### src/rtl/bcd_seg_scan_driver.sv
// Four-digit multiplexed seven-segment driver for a packed BCD value.
// The value is snapshotted once per frame; each slot starts with a blank guard.
module bcd_seg_scan_driver #(
  parameter int REFRESH_DIV   = 50000,
  parameter int GUARD         = 2,
  parameter int BLANK_LEADING = 1,
  parameter int ACTIVE_LOW    = 1
) (
  input  logic        clk,
  input  logic        grst,
  input  logic [15:0] bcd,
  input  logic [3:0]  dp_in,
  output logic [3:0]  an,
  output logic [6:0]  seg,
  output logic        dp,
  output logic        frame_tick
);

  localparam int   DW  = (REFRESH_DIV > 1) ? $clog2(REFRESH_DIV) : 1;
  localparam logic POL = (ACTIVE_LOW != 0);

  logic [DW-1:0] div_q, div_d;
  logic [1:0]    idx_q, idx_d;
  logic [15:0]   shadow_q, shadow_d;
  logic [3:0]    dp_sh_q, dp_sh_d;
  logic [3:0]    an_q, an_d;
  logic [6:0]    seg_q, seg_d;
  logic          dp_q, dp_d;
  logic          tick_q, tick_d;

  logic [3:0]    vis;
  logic [3:0]    nib;
  logic [6:0]    dec;
  logic [3:0]    an_act;
  logic [6:0]    seg_act;
  logic          dp_act;
  logic          wrap;
  logic          snap;

  // A digit is blanked only when it and every more significant digit are zero.
  genvar gi;
  generate
    for (gi = 0; gi < 4; gi++) begin : g_vis
      if (gi == 0) begin : g_d0
        assign vis[gi] = 1'b1;
      end else begin : g_dk
        assign vis[gi] = (BLANK_LEADING == 0) || (shadow_q[15:4*gi] != '0);
      end
    end
  endgenerate

  assign nib = shadow_q[idx_q*4 +: 4];

  always_comb begin
    dec = 7'h40;
    case (nib)
      4'd0: dec = 7'h3F;
      4'd1: dec = 7'h06;
      4'd2: dec = 7'h5B;
      4'd3: dec = 7'h4F;
      4'd4: dec = 7'h66;
      4'd5: dec = 7'h6D;
      4'd6: dec = 7'h7D;
      4'd7: dec = 7'h07;
      4'd8: dec = 7'h7F;
      4'd9: dec = 7'h6F;
      default: dec = 7'h40;
    endcase
  end

  always_comb begin
    wrap     = (div_q == DW'(REFRESH_DIV - 1));
    div_d    = wrap ? '0 : div_q + DW'(1);
    idx_d    = wrap ? idx_q + 2'd1 : idx_q;
    snap     = (div_q == '0) && (idx_q == 2'd0);
    shadow_d = snap ? bcd : shadow_q;
    dp_sh_d  = snap ? dp_in : dp_sh_q;
    tick_d   = snap;

    an_act  = 4'b0000;
    seg_act = 7'h00;
    dp_act  = 1'b0;
    if (div_q >= DW'(GUARD)) begin
      if (vis[idx_q] || dp_sh_q[idx_q]) an_act[idx_q] = 1'b1;
      if (vis[idx_q]) seg_act = dec;
      dp_act = dp_sh_q[idx_q];
    end
    an_d  = an_act ^ {4{POL}};
    seg_d = seg_act ^ {7{POL}};
    dp_d  = dp_act ^ POL;
  end

  always_ff @(posedge clk) begin
    if (!grst) begin
      div_q    <= '0;
      idx_q    <= 2'd0;
      shadow_q <= 16'h0000;
      dp_sh_q  <= 4'h0;
      an_q     <= {4{POL}};
      seg_q    <= {7{POL}};
      dp_q     <= POL;
      tick_q   <= 1'b0;
    end else begin
      div_q    <= div_d;
      idx_q    <= idx_d;
      shadow_q <= shadow_d;
      dp_sh_q  <= dp_sh_d;
      an_q     <= an_d;
      seg_q    <= seg_d;
      dp_q     <= dp_d;
      tick_q   <= tick_d;
    end
  end

  assign an         = an_q;
  assign seg        = seg_q;
  assign dp         = dp_q;
  assign frame_tick = tick_q;

endmodule

### config.mk
export PLATFORM = sky130hd
export DESIGN_NAME = bcd_seg_scan_driver
export DESIGN_NICKNAME = d
export VERILOG_FILES = /design/src/rtl/bcd_seg_scan_driver.sv
export SDC_FILE = /design/constraint.sdc
export NUM_CORES = 1
export LEC_CHECK = 0
export CAP_MARGIN = 20
export CORE_ASPECT_RATIO = 0.9
export CORE_MARGIN = 2
export CORE_UTILIZATION = 45
export DETAILED_ROUTE_END_ITERATION = 8
export GPL_TIMING_DRIVEN = 0
export PLACE_DENSITY = 0.68
export SLEW_MARGIN = 20
export SYNTH_ARGS = -nofsm -noshare
export SYNTH_HDL_FRONTEND = slang
export SYNTH_SLANG_ARGS = --single-unit
### constraint.sdc
create_clock -name clk -period 5.84 [get_ports clk]
set_clock_uncertainty 0.2 [all_clocks]
set_input_delay 0.584 -clock clk [delete_from_list [all_inputs] [get_ports clk]]
set_output_delay 0.584 -clock clk [all_outputs]
set_load 0.01 [all_outputs]
# Word-level counts from Yosys, hierarchy flattened
# Memories as Yosys holds them, arrays and structs flattened.
# Index checks and enable logic that the tools add are counted.
[word_totals]
ff_bits = 51
mem_bits_ro = 112
in_bits = 22
output_inout_bits = 13
elab_cells = 40
memories = 1
[op_classes]
addsub = 2
magnitude_cmp = 3
eq_ne = 1
shifts = 1
mux = 11
bitwise = 4
n_reduce_logical = 9
[mem_list]
columns = ["memory", "depth", "width", "read_ports", "rd_ports_with_merged_regs", "write_ports", "line_no", "source"]
rows = [
  ["(no name shown)", 16, 7, 1, 0, 0, "56", "case (nib)"],
]
[op_table]
columns = ["cell", "count"]
rows = [
  ["$add A16 B1 Y16 const B", 1],
  ["$eq A16 B16 Y1 const B", 1],
  ["$ge A16 B2 Y1 const B", 1],
  ["$logic_not A16 Y1", 1],
  ["$shiftx A16 B5 Y4", 1],
  ["$mux W7", 2],
  ["$reduce_bool A12 Y1", 1],
  ["$mux W4", 2],
  ["$reduce_bool A8 Y1", 1],
  ["$not A7 Y7", 1],
  ["$bmux W1 S2", 2],
  ["$mux W1", 4],
  ["$not A4 Y4", 1],
  ["$reduce_bool A4 Y1", 1],
  ["$lt A2 B3 Y1 const B", 1],
  ["$add A2 B1 Y2 const B", 1],
  ["$demux W1 S2", 1],
  ["$ge A2 B1 Y1 const B", 1],
  ["$logic_and A1 B1 Y1", 2],
  ["$logic_not A2 Y1", 1],
  ["$not A1 Y1", 2],
  ["$reduce_or A2 Y1", 1],
  ["$logic_or A1 B1 Y1", 1],
]

# Longest topological paths before layout
# Gate-level depths: netlist of run 1.
[logic_depth]
depth_word = 7
ltp_mapped = 8
depth_no_buf = 7

# Worst setup path after synthesis of run 1
# Ideal clock, no wire load.
[synth_timing]
kind = "flip-flop to flip-flop"
startpoint = "register idx_q[0]"
endpoint = "register seg_q[0], in the netlist seg[0]"
setup_ns = 0.135
arrival_ns = 1.593
required_time_ns = 5.505
path_slack_ns = 3.912
path_stages_with_launch = 7
path_buffers = 1
period_less_slack_ns = 1.928
cell_sequence = "dfxtp_1 > buf_6 > mux4_2 > ha_1 > o21ba_2 > a21oi_1 > nand2_1"
[synth_via]
elab_chain_cells = 5
word_cells_on_any_way = 7
[synth_rtl]
columns = ["item", "line_no", "source"]
rows = [
  ["start, declared", "23", "logic [1:0] idx_q, idx_d;"],
  ["start signal, assigned", "105", "idx_q <= idx_d;"],
  ["$shiftx A16 B5 Y4 / $bmux W1 S2 (equally long branches)", "52, 85", ""],
  ["$mem_v2 Z16 W7 / $mux W1 (equally long branches)", "n/a", ""],
  ["$mux W7 (*)", "85", "if (vis[idx_q]) seg_act = dec;"],
  ["$mux W7 (*)", "83", "if (div_q >= DW'(GUARD)) begin"],
  ["$not A7 Y7 (no line) (*)", "n/a", ""],
  ["end signal, assigned", "100", "seg_q <= {7{POL}};"],
  ["end signal, assigned", "109", "seg_q <= seg_d;"],
  ["end, declared", "27", "logic [6:0] seg_q, seg_d;"],
]
# Mark *: on every way between the ends. The rest lies on a longest branch, timed or not. The select of a mux whose other input is x is not followed.
# A chain may end at the register's enable or synchronous reset.

# Final worst setup path of run 1
[layout_timing]
startpoint = "register idx_q[1]"
endpoint = "register dp_sh_q[2]"
[layout_via]
elab_chain_cells = 2
[layout_rtl]
columns = ["item", "line_no", "source"]
rows = [
  ["$logic_not A2 Y1", "75", "snap = (div_q == '0) && (idx_q == 2'd0);"],
  ["$logic_and A1 B1 Y1", "75", ""],
  ["end signal, assigned", "107", "dp_sh_q <= dp_sh_d;"],
  ["end, declared", "25", "logic [3:0] dp_sh_q, dp_sh_d;"],
]
# Every way passes these cells.

==> results of run 1 <==
## state kept, by name, summed over array words and instances, names as in the netlist
name        cells
an              4
div_q          16
dp              1
dp_sh_q         4
frame_tick      1
idx_q           2
seg             7
shadow_q       16
## synthesized netlist by cell type, drive strengths merged
cell    count  area share (%)
o22ai       1            0.26
xor2        5             1.8
o21a        1            0.31
a21oi      30             6.4
and2        1            0.26
mux4        5             4.7
o21ba       1            0.42
inv        11             1.7
or4         3             1.1
nand2b      1            0.26
nor4        2            0.79
a221oi      1            0.63
clkbuf      9             1.4
xnor2       6             2.2
o21ai      26             5.9
or3         3            0.79
o31ai       3            0.94
and4        4             1.6
nor2       16             2.5
buf         5             2.2
nand3b      4             1.3
nand4       7             2.5
and3        4             1.3
dfxtp      51              43
nand3      31             6.5
ha         12             6.3
nor3        6             1.3
nand2      11             1.7
clkinv      1            0.16
## worst paths after layout
check / slack (ps) / end / start / cells past startpoint
min: 270 / div_q[0] / div_q[0] / 1
min reg2reg: 270 / div_q[0] / div_q[0] / 1
max: 3710 / dp_sh_q[2] / idx_q[1] / 7
max reg2reg: 3710 / dp_sh_q[2] / idx_q[1] / 7
## cells by family (layout without fill, tap and decap cells)
logic type      Yosys count  count (layout)  share of synthesized area, %
simple gates             93              93                          21.8
compound gates           63              63                          14.9
flops                    51              51                          42.7
buf+inv                  26              68                          5.50
fa+ha+maj                12              12                          6.29
xor+xnor                 11              11                          4.03
mux                       5               5                          4.71
## layer usage
layer  global-route usage [%]  part of all wire [%]
met5                        0                     0
met4                     6.21                   1.3
met3                     4.08                   5.1
met2                     27.4                    42
met1                     28.4                    52
## through the flow
step / hold slack (ps) / area [um^2] / power [mW] / cells
after global routing: 293 / 2930 / 0.790 / 370
after floorplan: 226 / 2390 / 0.458 / 261
after detailed placement: 263 / 2810 / 0.509 / 362
after CTS: 280 / 2930 / 0.759 / 370
final: 273 / 2930 / 0.755 / 370
after global placement: 241 / 2810 / 0.506 / 362
## area by class of cell
class	instances	share of cell area, %
inverter	12	1.54
timing repair buffer	34	11.6
clock buffer	6	2.82
sequential	51	34.8
multi-input combinational	184	42.2
tap	67	2.86
clock inverter	2	1.20
buffer	14	2.95
## power breakdown
part	total [mW]	switching (mW)	internal, mW	leakage [nW]
clock network	0.255	0.116	0.139	0.0612
registers	0.381	0.0116	0.369	0.417
logic	0.120	0.0610	0.0587	0.600
## worst max-delay path: stages, from the launching register on
cell	delay, ps
dfxtp_1	370
clkbuf_1	340
inv_1	160
ha_1	270
nand2_1	120
clkbuf_1	320
o21ai_0	130
a21oi_1	160
==> results.toml, run 1 <==
[place]
pre_cts_ws_ps = 3490
place_hpwl_um = 3800
port_buffers = 34
gp_congestion = 0.794

[cts]
cts_tree = "built"
cts_made_buffers = 5
root_buffer = "clkbuf_8"
clock_latency_ps = 310
clkSinkCount = 51
cts_max_path_buffers = 2
h-tree-depth = 2
cts_resized = 0
post-cts-setup-buffer-count = 0
hold_buffers = 0
clkTransAtPathRegs_ps = 100

[setup_path]
crit_type = "reg2reg"
critPathArrivalTime_ps = 2170
end_kind = "flip-flop"
path_max_fanout = 10
start_kind = "flip-flop"
required_ps = 5880

[power_and_ir_drop]
p_leak_nw = 1.08
power.density_nw_per_um2 = 258
ir_worst_vdd_uv = 156

[die]
initial_core_util_pct = 46.0
core_um2 = 5190
fp.dieH_um = 73.1
die_w_um = 80.8
die-area_um2 = 5910
fp-row-count = 25
ios = 35

[routing]
first_iter_violations = 111
wl_per_cell_um = 13.8
ant_nets = 0
drt-total-wl_um = 5120
drc = 0
vias = 1995
via_per_inst = 5.39
drtPass1Iterations = 4

[synth]
ys_ff_latch = 51
syn-num-nets = 295
postSynthAreaPerCell_um2 = 9.15
yosys_warnings = 0
syn_inst = 261
syn-cell-area_um2 = 2390
synth_cell_types = 39
ys_seq_area_share_pct = 42.7

[timing]
fmax_ghz = 0.470
final.setup.tns_ps = 0
setup_viol = 0
slew_headroom_pct = 66.1
setup_slack_ps = 3710
report.final.slew_viol_count = 0
period_share_pct = 36.4
hold_viol_final = 0
worstMarginPinSlew_ps = 508
rsz0062_at_grt = "false"
fin_crit_ps = 2130

[global_routing]
grt_pass1_wl_um = 8540
grt_max_degree = 16
grt_pass1_vias = 1800
antenna_found_initial = 0
overflow = 0
gr-usage-all-layers_pct = 19.1

[finish]
seqCellArea_um2 = 1020
area_delta_synth_final_pct = 22.7
drive_gt1_share_pct = 9.24
layout_common_cells = "dfxtp_1 (51), clkdlybuf4s50_1 (34), nand3_1 (31)"
layout_commonest_cell = "dfxtp_1"
post-route-util_pct = 56.4
multiInputGateArea_um2 = 1240
finalNetCount = 336
n_fill_cell = 521
num_antenna_cells = 0

[flow_run]
drv_cap = 0

[run_status]
status = "finished, final reports clean"

[worst_hold_path]
hold_path_class = "reg2reg"
(Power assumes the default switching activity.)
==> inputs of run 2 (changes only) <==
clock period = 2 ns   (was 5.84 ns; I/O delays follow)
==> run 2 against run 1 <==
Wire length grew 1.3%. Core utilization grew 1.3 points. Clock-buffer cell count is the same. Cell count grew 1.1%. Hold slack lost 27 ps. Cell area grew 2.3%. Die area is the same. Setup slack lost 3700 ps.
==> results.toml, run 2 (same netlist as run 1, synthesis figures left out) <==
[run_status]
status = "finished, final reports clean"

[setup_path]
required_ps = 1990
crit_type = "reg2reg"
critPathArrivalTime_ps = 1930
path_max_fanout = 7
crit_family = "multiplexers"
worst_r2r_path_depth = 6
start_kind = "flip-flop"
end_kind = "flip-flop"
cp.depth = 6
cpPeakStageDelay_ps = 550
regToRegSetupSlack_ps = 60
crit_buf_inv = 1
crit_chain = "buf_8 > mux4_2 > ha_2 > o21ba_2 > a21oi_2 > nand2_1"
slowest_stage = "mux4_2"

[place]
port_buffers = 34
placed_cell_area_um2 = 2810
gp_congestion = 0.794
place_hpwl_um = 3800

[die]
fp.dieH_um = 73.1
die_w_um = 80.8
initial_core_util_pct = 46.0
fp-row-count = 25
core_um2 = 5190
ios = 35
die-area_um2 = 5910

[finish]
drive_gt1_share_pct = 15.3
num_antenna_cells = 0
finalNetCount = 340
n_fill_cell = 514
final_area_um2 = 3000
area_delta_synth_final_pct = 25.5
layout_commonest_cell = "dfxtp_1"
layout_common_cells = "dfxtp_1 (50), clkdlybuf4s50_1 (34), nand3_1 (31)"
post-route-util_pct = 57.7

[flow_run]
drv_cap = 0

[power_and_ir_drop]
combPwrFrac_pct = 16.2
internal-power_mw = 1.66
power_mw = 2.22
ir_worst_vdd_uv = 437
p_switching_mw = 0.553
sw_frac_of_total_pct = 25.0
p_leak_nw = 1.13
power.density_nw_per_um2 = 739
clockPowerShare_pct = 33.6
sequentialPowerShare_pct = 50.2

[global_routing]
grt-busiest-layer = "met1"
overflow = 0
use_met1_pct = 28.4
grt_pass1_wl_um = 8600
gr-usage-all-layers_pct = 19.2
grt_pass1_vias = 1817
antenna_found_initial = 0
use_met3_pct = 3.84
met2_usage_pct = 28.0
grt_max_degree = 16

[cts]
cts_made_buffers = 5
root_buffer = "clkbuf_8"
clock_latency_ps = 310
cts_tree = "built"
h-tree-depth = 2
cts_max_path_buffers = 2
clkTransAtPathRegs_ps = 100
clkSinkCount = 51

[worst_hold_path]
hold_path_class = "in2reg"
whs_path_depth = 3

[routing]
ant_nets = 0
first_iter_violations = 101
drtPass1Iterations = 4
drc = 0
wl_per_cell_um = 13.9
drt-total-wl_um = 5180
via_per_inst = 5.41
vias = 2025

[timing]
report.final.slew_viol_count = 0
period_share_pct = 97.1
fin_crit_ps = 1940
slew_headroom_pct = 67.0
worstMarginPinSlew_ps = 495
setup_viol = 0
fmax_ghz = 0.515
hold_viol_final = 0
rsz0062_at_grt = "true"
final.setup.tns_ps = 0
==> run 2: cell count changes in the layout (fill, tap and decap cells not counted), moves of 2 or more <==
cell,delta
a21oi_1,-2
a21oi_2,+2
buf_4,+4
clkbuf_1,-7
clkbuf_2,+6
ha_1,-2
ha_2,+2
inv_1,-2
inv_2,+2
o21ai_0,-2
o21ai_1,+2
==> run 2: tightest hold or removal path, delay by kind of cell <==
kind / cells / cell delay [ps]
AND/OR/NAND/NOR: 1 / 60
AO/OA/AOI/OAI: 1 / 50
buffers and inverters: 1 / 390
==> run 2: worst paths after layout <==
check / startpoint / end
max reg2reg: idx_q[0] / seg[3]
min reg2reg: div_q[0] / div_q[0]
min: bcd[5] / shadow_q[5]
max: idx_q[0] / seg[3]
==> run 2: power groups by stage <==
stage          Sequential (mW)  Combinational, mW  Clock [mW]
2_1_floorplan             1.14              0.202           0
3_3_place_gp              1.13              0.344           0
3_5_place_dp              1.14              0.349           0
4_1_cts                   1.11              0.353       0.751
5_1_grt                   1.12              0.404       0.793
6_report                  1.11              0.360       0.744
==> run 2: area by class of cell <==
| class | count | area, um^2 | area share [%] |
|---|---|---|---|
| Tap cell | 67 | 83.8 | 2.80 |
| Clock inverter | 2 | 35.0 | 1.17 |
| Multi-Input combinational cell | 184 | 1260 | 42.0 |
| Sequential cell | 51 | 1020 | 34.1 |
| Inverter | 12 | 45.0 | 1.50 |
| Clock buffer | 6 | 82.6 | 2.76 |
| Timing Repair Buffer | 38 | 370 | 12.4 |
| Buffer | 14 | 98.8 | 3.30 |
==> run 2: metrics by stage <==
step / cells / setup slack [ps] / hold WS [ps]
2_1_floorplan: 261 / 72.3 / 148
3_3_place_gp: 362 / -58.3 / 241
3_5_place_dp: 362 / -73.8 / 263
4_1_cts: 372 / 8.84 / 246
5_1_grt: 374 / -16.8 / 257
6_report: 374 / 58.4 / 245
==> run 2: layer usage <==
metal	part of all wire [%]	routed length [um]
met1	51	2650
met4	1.3	65
met2	43	2200
met3	5.0	260
met5	0	0
==> run 2: what timing repair did <==
action,4_1_cts,5_1_grt
resized for setup,3,22
buffers inserted,2,2
pin swaps,0,2
hold buffers,0,0
setup endpoints to repair,23,32
==> inputs of run 3 (changes only) <==
clock period = 2.02 ns   (was 2 ns; I/O delays follow)
==> run 3 against run 2 <==
Non-clock buffer count unchanged. Setup slack better by 11 ps. Via count up 0.30%. Die area unchanged. Combinational power down 2%. Sequential power barely moved. Critical path depth stayed put. Critical path type unchanged. Largest power group unchanged.
==> results.toml, run 3 (same netlist as run 1, synthesis figures left out) <==
[die]
fp.dieH_um = 73.1
core_um2 = 5190
fp-row-count = 25
initial_core_util_pct = 46.0
die_w_um = 80.8
ios = 35
die-area_um2 = 5910

[timing]
report.final.slew_viol_count = 0
timing.hold.ws_ps = 249
fin_crit_ps = 1950
period_share_pct = 96.6
setup_viol = 0
fmax_ghz = 0.513
worstMarginPinSlew_ps = 498
hold_viol_final = 0
slew_headroom_pct = 66.8
setup_slack_ps = 69.2

[setup_path]
crit_chain = "buf_8 > mux4_2 > ha_1 > o21ba_2 > a21oi_1 > nand2_1"
r2r-end = "seg[0]"
r2r_start = "idx_q[0]"
critPathArrivalTime_ps = 1940
regToRegSetupSlack_ps = 70
crit_type = "reg2reg"
required_ps = 2010
slowest_stage = "mux4_2"
end_kind = "flip-flop"
worst_r2r_path_depth = 6
start_kind = "flip-flop"
path_max_fanout = 7
cpPeakStageDelay_ps = 540

[finish]
finalNetCount = 340
num_antenna_cells = 0
drive_gt1_share_pct = 13.7
seqCellArea_um2 = 1020
n_fill_cell = 513
multiInputGateArea_um2 = 1250
area_delta_synth_final_pct = 25.0
layout_commonest_cell = "dfxtp_1"
layout_common_cells = "dfxtp_1 (50), clkdlybuf4s50_1 (34), nand3_1 (31)"

[place]
gp_congestion = 0.794
port_buffers = 34
pre_cts_ws_ps = -53.8
place_hpwl_um = 3800

[global_routing]
use_met1_pct = 28.4
met2_usage_pct = 27.4
overflow = 0
grt_max_degree = 16
grt_pass1_vias = 1800
grt_pass1_wl_um = 8540
antenna_found_initial = 0
use_met3_pct = 4.08
gr-usage-all-layers_pct = 19.1
grt-busiest-layer = "met1"

[power_and_ir_drop]
power.density_nw_per_um2 = 734
power_mw = 2.19
ir_worst_vdd_uv = 433
p_leak_nw = 1.13

[routing]
drtPass1Iterations = 4
first_iter_violations = 103
vias = 2031
wl_per_cell_um = 13.9
via_per_inst = 5.43
drt-total-wl_um = 5190
ant_nets = 0
drc = 0

[cts]
cts_made_buffers = 5
hold_buffers = 0
clkSinkCount = 51
cts_tree = "built"
clock_latency_ps = 310
h-tree-depth = 2
root_buffer = "clkbuf_8"
cts_max_path_buffers = 2
clkTransAtPathRegs_ps = 100

[worst_hold_path]
hold_end = "shadow_q[5]"
whs_path_depth = 3
hold_path_class = "in2reg"
min_from = "bcd[5]"

[run_status]
status = "finished, final reports clean"

[flow_run]
drv_cap = 0
run 3: layout make-up:
| type | instances | area share [%] |
|---|---|---|
| Multi-Input combinational cell | 184 | 41.9 |
| Sequential cell | 51 | 34.2 |
| Timing Repair Buffer | 38 | 12.4 |
| Buffer | 14 | 3.27 |
| Tap cell | 67 | 2.81 |
| Clock buffer | 6 | 2.76 |
| Inverter | 12 | 1.51 |
| Clock inverter | 2 | 1.17 |
run 3: worst max-delay path, delay by kind of cell (launching register included):
family	cells	cell delay, ps
adder cells (fa/ha/maj)	1	220
AND/OR/NAND/NOR	1	60
buffers and inverters	1	120
flip-flops	1	350
multiplexers	1	540
AO/OA/AOI/OAI	2	350
run 3: worst max-delay path by stage:
| stage | from | to | depth (start not counted) |
|---|---|---|---|
| final | idx_q[0] | seg[0] | 6 |
| after global routing | idx_q[0] | seg[0] | 6 |
| after CTS | idx_q[0] | seg[3] | 6 |
| after detailed placement | idx_q[1] | shadow_q[0] | 7 |
| after global placement | idx_q[1] | shadow_q[9] | 7 |
| after floorplan | idx_q[0] | seg[0] | 6 |
run 3: routing by layer:
metal | vias to the layer above | wire length [um]
met5 | - | 0
met4 | 0 | 36
met3 | 5 | 284
met2 | 54 | 2240
met1 | 952 | 2630
li1 | 1020 | -
run 3: metrics by stage:
step | utilization, % | area (um^2) | std cells | TNS (ps)
2_1_floorplan | - | 2390 | 261 | 0
3_3_place_gp | 54.2 | 2810 | 362 | -417
3_5_place_dp | 54.2 | 2810 | 362 | -705
4_1_cts | 56.5 | 2930 | 370 | 0
5_1_grt | 57.5 | 2990 | 374 | -19.7
6_report | 57.5 | 2990 | 374 | 0
run 3: power breakdown:
group | internal (mW) | leakage [nW] | switching [mW]
sequential | 1.07 | 0.418 | 0.0338
clock | 0.401 | 0.0612 | 0.335
combinational | 0.175 | 0.647 | 0.178
run 3: what timing repair did:
item,CTS,global route
pin swaps,0,1
gates resized for setup,2,16
hold endpoints to repair,0,0
setup buffers,0,4
setup endpoints to repair,23,36
